File: src/rtl/normcoef_calc.sv
// Gain-calibration coefficient unit: coef = floor(target * 2^15 / amp), computed with a
// 16-step restoring divider, with saturation, error rejection and a host override.
module normcoef_calc #(
   parameter logic [15:0] COEF_RESET = 16'h8000,
   parameter int          MIN_AMP    = 16
) (
   input  logic        clk,
   input  logic        rst_n,
   input  logic        start,
   input  logic [15:0] amp,
   input  logic [15:0] target,
   input  logic        coef_wr,
   input  logic [15:0] coef_wdat,
   output logic        busy,
   output logic        done,
   output logic        sat,
   output logic        err,
   output logic [15:0] coef
);

   localparam logic [1:0] IDLE  = 2'd0;
   localparam logic [1:0] CHECK = 2'd1;
   localparam logic [1:0] DIV   = 2'd2;
   localparam logic [1:0] DONE  = 2'd3;

   localparam logic signed [15:0] MIN_AMP_S = 16'(MIN_AMP);

   logic [1:0]  state;
   logic [15:0] amp_q;
   logic [15:0] target_q;
   logic [16:0] rem;
   logic [15:0] dq;
   logic [3:0]  cnt;

   logic [16:0] trial;
   logic [16:0] divisor;
   logic        ge;
   logic [16:0] rem_next;

   // dq starts holding the dividend bits not yet shifted into the remainder and
   // fills with quotient bits, MSB first, as the divider runs.
   always_comb begin
      trial    = {rem[15:0], dq[15]};
      divisor  = {2'b00, amp_q[14:0]};
      ge       = rem[16] | (trial >= divisor);
      rem_next = ge ? (trial - divisor) : trial;
   end

   assign busy = (state != IDLE);

   // A host write always wins: it updates coef, drops any computation and clears the flags.
   always_ff @(posedge clk or negedge rst_n) begin
      if (!rst_n) begin
         state    <= IDLE;
         coef     <= COEF_RESET;
         done     <= 1'b0;
         sat      <= 1'b0;
         err      <= 1'b0;
         amp_q    <= 16'h0000;
         target_q <= 16'h0000;
         rem      <= 17'h00000;
         dq       <= 16'h0000;
         cnt      <= 4'h0;
      end else begin
         done <= 1'b0;
         if (coef_wr) begin
            coef  <= coef_wdat;
            state <= IDLE;
            sat   <= 1'b0;
            err   <= 1'b0;
         end else begin
            case (state)
               IDLE: begin
                  if (start) begin
                     amp_q    <= amp;
                     target_q <= target;
                     sat      <= 1'b0;
                     err      <= 1'b0;
                     state    <= CHECK;
                  end
               end
               CHECK: begin
                  if ($signed(amp_q) < MIN_AMP_S) begin
                     err   <= 1'b1;
                     state <= DONE;
                  end else if ({1'b0, target_q} >= {amp_q, 1'b0}) begin
                     sat   <= 1'b1;
                     state <= DONE;
                  end else begin
                     // target < 2*amp guarantees target>>1 < amp, so 16 steps suffice
                     rem   <= {2'b00, target_q[15:1]};
                     dq    <= {target_q[0], 15'h0000};
                     cnt   <= 4'h0;
                     state <= DIV;
                  end
               end
               DIV: begin
                  rem <= rem_next;
                  dq  <= {dq[14:0], ge};
                  cnt <= cnt + 4'h1;
                  if (cnt == 4'hF) begin
                     state <= DONE;
                  end
               end
               DONE: begin
                  done <= 1'b1;
                  if (sat) begin
                     coef <= 16'hFFFF;
                  end else if (!err) begin
                     coef <= dq;
                  end
                  state <= IDLE;
               end
               default: state <= IDLE;
            endcase
         end
      end
   end

endmodule

File: config.mk
export PLATFORM = sky130hd
export DESIGN_NAME = normcoef_calc
export DESIGN_NICKNAME = d
export VERILOG_FILES = /design/src/rtl/normcoef_calc.sv
export SDC_FILE = /design/constraint.sdc
export NUM_CORES = 1
export LEC_CHECK = 0
export ABC_AREA = 0
export BUFFER_PORTS_ARGS = -buffer_cell sky130_fd_sc_hd__buf_2
export CELL_PAD_IN_SITES_DETAIL_PLACEMENT = 1
export CELL_PAD_IN_SITES_GLOBAL_PLACEMENT = 2
export CORE_UTILIZATION = 25
export DETAILED_ROUTE_END_ITERATION = 6
export GPL_ROUTABILITY_DRIVEN = 0
export PLACE_DENSITY = 0.57
export SETUP_SLACK_MARGIN = 0.5
export SYNTH_ARGS = -nofsm -noshare
export SYNTH_HDL_FRONTEND = slang
export SYNTH_SLANG_ARGS = --single-unit
File: constraint.sdc
create_clock -name clk -period 3.9 [get_ports clk]
set_input_delay 0.195 -clock clk [delete_from_list [all_inputs] [get_ports clk]]
set_output_delay 0.195 -clock clk [all_outputs]
set_load 0.005 [all_outputs]
# --- Word level (Yosys, flattened, before mapping) ---
# Index checks and enable logic that the tools add are counted.
totals:
  regBits: 90
  output_inout_bits: 20
  word_cells: 70
classes:
  addsub: 2
  n_lt_le_gt_ge: 3
  n_eq_ne: 12
  mux: 30
  bitwise_logic: 2
  n_reduce_logical: 11
ops:
  columns: ["cell", "n"]
  rows:
  - ["16-bit two-way mux", 6]
  - ["17-bit two-way mux", 3]
  - ["17-bit one-hot mux with 2 select lines", 1]
  - ["16-bit one-hot mux with 2 select lines", 1]
  - ["3-bit inequality test (second input constant)", 6]
  - ["16-bit by 17-bit greater-or-equal comparator with 1-bit output", 1]
  - ["17-bit by 15-bit greater-or-equal comparator with 1-bit output", 1]
  - ["17-bit by 15-bit subtractor with 17-bit output", 1]
  - ["16-bit by 6-bit less-than comparator with 1-bit output (second input constant)", 1]
  - ["1-bit two-way mux", 10]
  - ["4-bit two-way mux", 2]
  - ["2-bit one-hot mux with 4 select lines", 1]
  - ["4-bit one-hot mux with 2 select lines", 1]
  - ["4-bit AND reduction", 2]
  - ["2-bit two-way mux", 3]
  - ["3-bit AND reduction", 2]
  - ["2-bit nonzero test", 3]
  - ["4-bit by 1-bit adder with 4-bit output (second input constant)", 1]
  - ["2-bit equality test (second input constant)", 2]
  - ["4-bit equality test (second input constant)", 1]
  - ["2-bit inequality test (second input constant)", 2]
  - ["1-bit one-hot mux with 2 select lines", 2]
  - ["2-bit AND reduction", 2]
  - ["3-bit nonzero test", 1]
  - ["4 further kinds", 4]

# --- Depth between registers and ports, before layout ---
logic_depth:
  depth_word: 5
  depth_mapped: 11

# --- Worst setup path after synthesis ---
# OpenSTA, ideal clock, no wires.
synth_path:
  kind: "register to register"
  start: "register amp_q[11]"
  end: "register rem[13]"
  setup_ns: 0.125
  arrival_ns: 2.314
  required_time_ns: 3.775
  slack_ns: 1.461
  path_stages_with_launch: 10
  n_path_buf: 0
  cell_sequence: "dfrtp_1 -> inv_1 -> ha_1 -> a21oi_2 -> o21ai_2 -> a2111oi_4 -> a21oi_2 -> o31a_1 -> nor2_4 -> mux2_2"
synth_between:
  elab_chain_len: 4
  elab_cells_between_ends: 10
  cone_classes: "add/sub (1); order compare (3); eq/ne (2); mux (2); bitwise (1); reduce/logical (1)"
synth_lines:
  columns: ["element", "line_no", "source"]
  rows:
  - ["from (decl)", "29", "logic [15:0] amp_q;"]
  - ["from (signal assigned)", "75", "amp_q <= amp;"]
  - ["17-bit by 15-bit greater-or-equal comparator with 1-bit output", "45", "ge = rem[16] | (trial >= divisor);"]
  - ["1-bit bitwise OR", "45", null]
  - ["17-bit two-way mux", "46", "rem_next = ge ? (trial - divisor) : trial;"]
  - ["17-bit one-hot mux with 2 select lines", "72", "case (state)"]
  - ["to (signal assigned)", "91", "rem <= {2'b00, target_q[15:1]};"]
  - ["to (signal assigned)", "98", "rem <= rem_next;"]
  - ["to (decl)", "31", "logic [16:0] rem;"]
# Several ways; a longest one is shown, not always the timed one.
# A chain may end at the register's enable or synchronous reset.

# --- Worst setup path in the final report ---
layout_path:
  start: "register amp_q[8]"
  end: "register rem[12]"
# The elaborated chain is that of the path after synthesis.

==> reports/qor_table.md <==
| Step | Quantity | This run |
|:---|:---|:---|
| outcome | Run status | finished, violations left |
| outcome | Violated checks | design-rule violations, negative hold slack |
| floorplanning | Die height | 148 µm |
| cts | Count of hold-fix buffers inserted at cts | 0 |
| pwr | Power density normalized to cell area | 942 mW/mm² |
| place | Estimated wirelength of the detail-placed design | 12.4 mm |
| setup path | Cell with the largest stage delay on the worst path | sky130_fd_sc_hd__o2111ai_2 |
| floorplanning | Die X-Extent | 148 µm |
| place | Buffers on Ports | 71 |
| setup path | Worst path top cell family by delay | compound AO/OA/AOI/OAI gates |
| logic synthesis | Main synth FF type | sky130_fd_sc_hd__dfrtp_1 |
| min path | Class of the worst hold path | input pin to async pin |
| logic synthesis | Largest area contributor in the netlist | sky130_fd_sc_hd__dfrtp_1 |
| setup path | Crit path cell chain | inv_1 > ha_1 > a21oi_1 > o21ai_0 > or2_1 > o2111ai_2 > nand2_2 > a221oi_1 > o31ai_1 |
| cts | H-tree depth | 3 |
| logic synthesis | Post-synthesis cell type count | 67 |
| setup path | Worst reg2reg endpoint | rem[12] |
| global routing | Antenna violations before repair | 0 |
| setup path | Worst-case register-to-register setup slack | 0.88 ns |
| cts | Worst-Skew Late Latency | 0.35 ns |
| timing | Worst hold slack across all endpoints | -0.00369 ns |
| logic synthesis | Sequential cell area fraction in the yosys report | 0.421 |
| floorplanning | Floorplan row count | 53 |
| finish | Antenna diode instance count | 0 |
| setup path | Number of cells on the worst reg-to-reg path | 9 |
| global routing | Vias in the first global route | 4749 |
| global routing | Global-route wire length before repair | 27.1 mm |
| logic synthesis | Most area-consuming cells after synthesis | sky130_fd_sc_hd__dfrtp_1 (42%), sky130_fd_sc_hd__ha_1 (8.4%), sky130_fd_sc_hd__mux2_2 (6.9%), sky130_fd_sc_hd__o21ai_1 (3.9%), sky130_fd_sc_hd__nand2_1 (3.6%) |
| setup path | Sum of buffers and inverters on the critical path | 1 |
| logic synthesis | Most common cell in the netlist | sky130_fd_sc_hd__dfrtp_1 |
| cts | Post-CTS setup buffers | 0 |
| floorplanning | Initial Utilization | 0.255 |
| route | Final Routed Wirelength | 16.5 mm |
| cts | Number of buffers created by CTS | 9 |
| route | Wire length per cell after detailed routing | 18.5 µm |
| finish | Number of inserted filler cells in the final layout | 2415 |
| cts | Cell at the root of the clock tree | sky130_fd_sc_hd__clkbuf_16 |
| timing | Count of final setup violators | 0 |
| route | Via total after detailed routing | 4401 |
| route | Length of the first detailed-routing pass in iterations | 6 |
| job | Max-cap viol count | 0 |
| global routing | Largest net degree at the start of global routing | 72 |
| cts | Max Root-Sink Buffers | 2 |
| cts | Clk pin slew, worst setup/hold paths | 0.07 ns |
| logic synthesis | Ys Warns | 0 |
| global routing | Grt total ovfl | 0 |
| logic synthesis | Post-Synthesis Cell Area | 0.00535 mm² |
| timing | Post-route minimum period | 3.02 ns |
| route | Average via count per standard cell | 4.92 |
| timing | Max transition margin | 0.214 |
| finish | Share of layout cells above drive strength 1 | 0.236 |
| logic synthesis | Leading cell types by count after synthesis | sky130_fd_sc_hd__dfrtp_1 (89), sky130_fd_sc_hd__nand2_1 (51), sky130_fd_sc_hd__o21ai_1 (42) |
| route | Number of DRC violations after detailed routing | 2 |
| floorplanning | Core region area | 0.0210 mm² |
| route | Count of antenna-violating nets left after detailed routing | 0 |
| setup path | Category of the critical setup timing path | flop to flop |
| cts | Sinks on Clock Net | 90 |
| finish | Final layout net count | 703 |
| timing | Slew @ Worst Pin | 1.18 ns |
| setup path | Critical R2R Launch | amp_q[8] |
| pwr | Max VDD drop | 0.276 mV |
| finish | Area added between synthesis and finish | 17.8% |
| setup path | Worst-path maximum fanout | 12 |
| timing | Clock skew | 0.00864 ns |
| pwr | Leakage power of the design | 2.84 nW |
| global routing | Global-route usage over all layers | 0.160 |
| timing | Period utilization | 0.774 |
| timing | Number of hold-slack violations in the final timing report | 4 |
| logic synthesis | Portion of synthesized cell area occupied by the leading cell type | 0.416 |
| logic synthesis | Post-Syn Area per Cell | 9.71 µm² |
| timing | Total count of max-transition violations in the final report | 0 |
| setup path | Data arrival time of the critical path | 3.24 ns |
| finish | Final cell utilization of the core | 0.300 |
| timing | Post-route setup TNS | 0 ns |
| setup path | Category of the worst setup path launch point | flop |
| route | Iteration-0 DRC Markers | 218 |
| logic synthesis | Number of standard cells after synthesis | 551 |
| cts | CTS resizes | 0 |
| logic synthesis | Number of enable-type register cells in the synthesized netlist | 0 |
| timing | Unrepaired setup endpoints after global routing | no |
| logic synthesis | Nets in the synthesized netlist | 640 |
| setup path | Crit. End Element | flop |
| floorplanning | I/O Pins | 72 |
| setup path | Required time of the critical path | 4.12 ns |
| timing | Max Clk Rate | 331 MHz |
| logic synthesis | Post-synth ARST share | 1.00 |
| cts | Clock tree from TritonCTS | done |
| floorplanning | Area of the die | 0.0220 mm² |
| setup path | Worst stage delay on the critical path | 0.56 ns |
| logic synthesis | #FFs+latches synth | 90 |
[worst reg2reg max path, stage by stage (launching register included)]
cell and delay, ns:
sky130_fd_sc_hd__dfrtp_1 0.40, sky130_fd_sc_hd__inv_1 0.17, sky130_fd_sc_hd__ha_1 0.32, sky130_fd_sc_hd__a21oi_1 0.17
sky130_fd_sc_hd__o21ai_0 0.16, sky130_fd_sc_hd__or2_1 0.30, sky130_fd_sc_hd__o2111ai_2 0.56, sky130_fd_sc_hd__nand2_2 0.29
sky130_fd_sc_hd__a221oi_1 0.40, sky130_fd_sc_hd__o31ai_1 0.12
[state kept, by name (all words and copies together), names as in the netlist]
signal and flops:
done 1, sat 1, cnt 4, amp_q 16
err 1, dq 16, rem 17, coef 16
target_q 16, state 2
[per-layer routing]
| layer | wire (µm) | GRT usage | up-vias |
|---|---|---|---|
| li1 | - | - | 2153 |
| met1 | 8620 | 0.236 | 2170 |
| met2 | 7140 | 0.238 | 60 |
| met3 | 473 | 0.0221 | 18 |
| met4 | 261 | 0.0505 | 0 |
| met5 | 0 | 0 | - |
[placed cells by master, fill, tap and decap left out, types with 3 or more instances in the layout]
master,n
sky130_fd_sc_hd__dfrtp_1,89
sky130_fd_sc_hd__buf_2,70
sky130_fd_sc_hd__nand2_1,51
sky130_fd_sc_hd__o21ai_1,42
sky130_fd_sc_hd__ha_1,36
sky130_fd_sc_hd__inv_1,34
sky130_fd_sc_hd__mux2_2,33
sky130_fd_sc_hd__o21ai_0,31
sky130_fd_sc_hd__nor2_1,29
sky130_fd_sc_hd__a21oi_1,24
sky130_fd_sc_hd__o22ai_1,16
sky130_fd_sc_hd__o221ai_1,11
sky130_fd_sc_hd__clkbuf_16,9
sky130_fd_sc_hd__xnor2_1,8
sky130_fd_sc_hd__buf_4,8
sky130_fd_sc_hd__nand3_1,7
sky130_fd_sc_hd__a31oi_1,7
sky130_fd_sc_hd__nand4_1,7
sky130_fd_sc_hd__mux2i_1,7
sky130_fd_sc_hd__nor3_1,6
sky130_fd_sc_hd__a21oi_2,5
sky130_fd_sc_hd__o31ai_1,5
sky130_fd_sc_hd__a21o_1,5
sky130_fd_sc_hd__o21a_1,5
sky130_fd_sc_hd__nor2b_1,4
sky130_fd_sc_hd__nand2b_1,4
sky130_fd_sc_hd__nor4_1,4
sky130_fd_sc_hd__and3_1,4
sky130_fd_sc_hd__o31a_1,4
sky130_fd_sc_hd__o211ai_1,3
sky130_fd_sc_hd__a221oi_1,3
[layout make-up]
| class | count | area (µm²) | area share |
|---|---|---|---|
| Multi-Input combinational cell | 400 | 2850 | 0.452 |
| Sequential cell | 90 | 2250 | 0.357 |
| Timing Repair Buffer | 78 | 410 | 0.0651 |
| Tap cell | 275 | 344 | 0.0546 |
| Clock buffer | 10 | 229 | 0.0363 |
| Inverter | 35 | 131 | 0.0208 |
| Clock inverter | 6 | 90.1 | 0.0143 |
[report_power, final]
| part | switching (W) | internal (W) |
|---|---|---|
| Clock | 0.000392 | 0.000566 |
| Sequential | 0.000314 | 0.00126 |
| Combinational | 0.00205 | 0.00136 |
| Total | 0.00275 | 0.00319 |
[worst max-delay path by stage]
stage	startpoint	to	depth (start not counted)
after global routing	amp_q[1]	rem[0]	10
after floorplan	amp_q[11]	rem[13]	9
after CTS	amp_q[1]	rem[13]	9
after detailed placement	amp_q[1]	rem[13]	9
after global placement	amp_q[1]	rem[13]	9
final	amp_q[8]	rem[12]	9
[logic make-up (layout without fill, tap and decap cells)]
family | count (synthesis) | after routing | synth area share
AO/OA/AOI/OAI | 184 | 184 | 0.231
AND/OR/NAND/NOR | 130 | 130 | 0.115
flip-flops | 90 | 90 | 0.421
buffers and inverters | 61 | 129 | 0.0475
multiplexers | 40 | 40 | 0.0825
adder cells (fa/ha/maj) | 37 | 37 | 0.0879
XOR/XNOR | 9 | 9 | 0.0147
[stage by stage]
step	total power [W]	setup WS (ns)	hold WS (ns)	instances	cell area [µm²]
final	0.00594	0.882	-0.00369	894	6310
after global routing	0.00647	0.612	0.0549	894	6310
after CTS	0.00601	0.803	0.0388	894	6310
after detailed placement	0.00500	0.829	0.420	878	5990
after global placement	0.00496	0.817	0.414	878	5990
after floorplan	0.00396	1.46	-0.101	551	5350
Power figures use the tool's default switching activity.
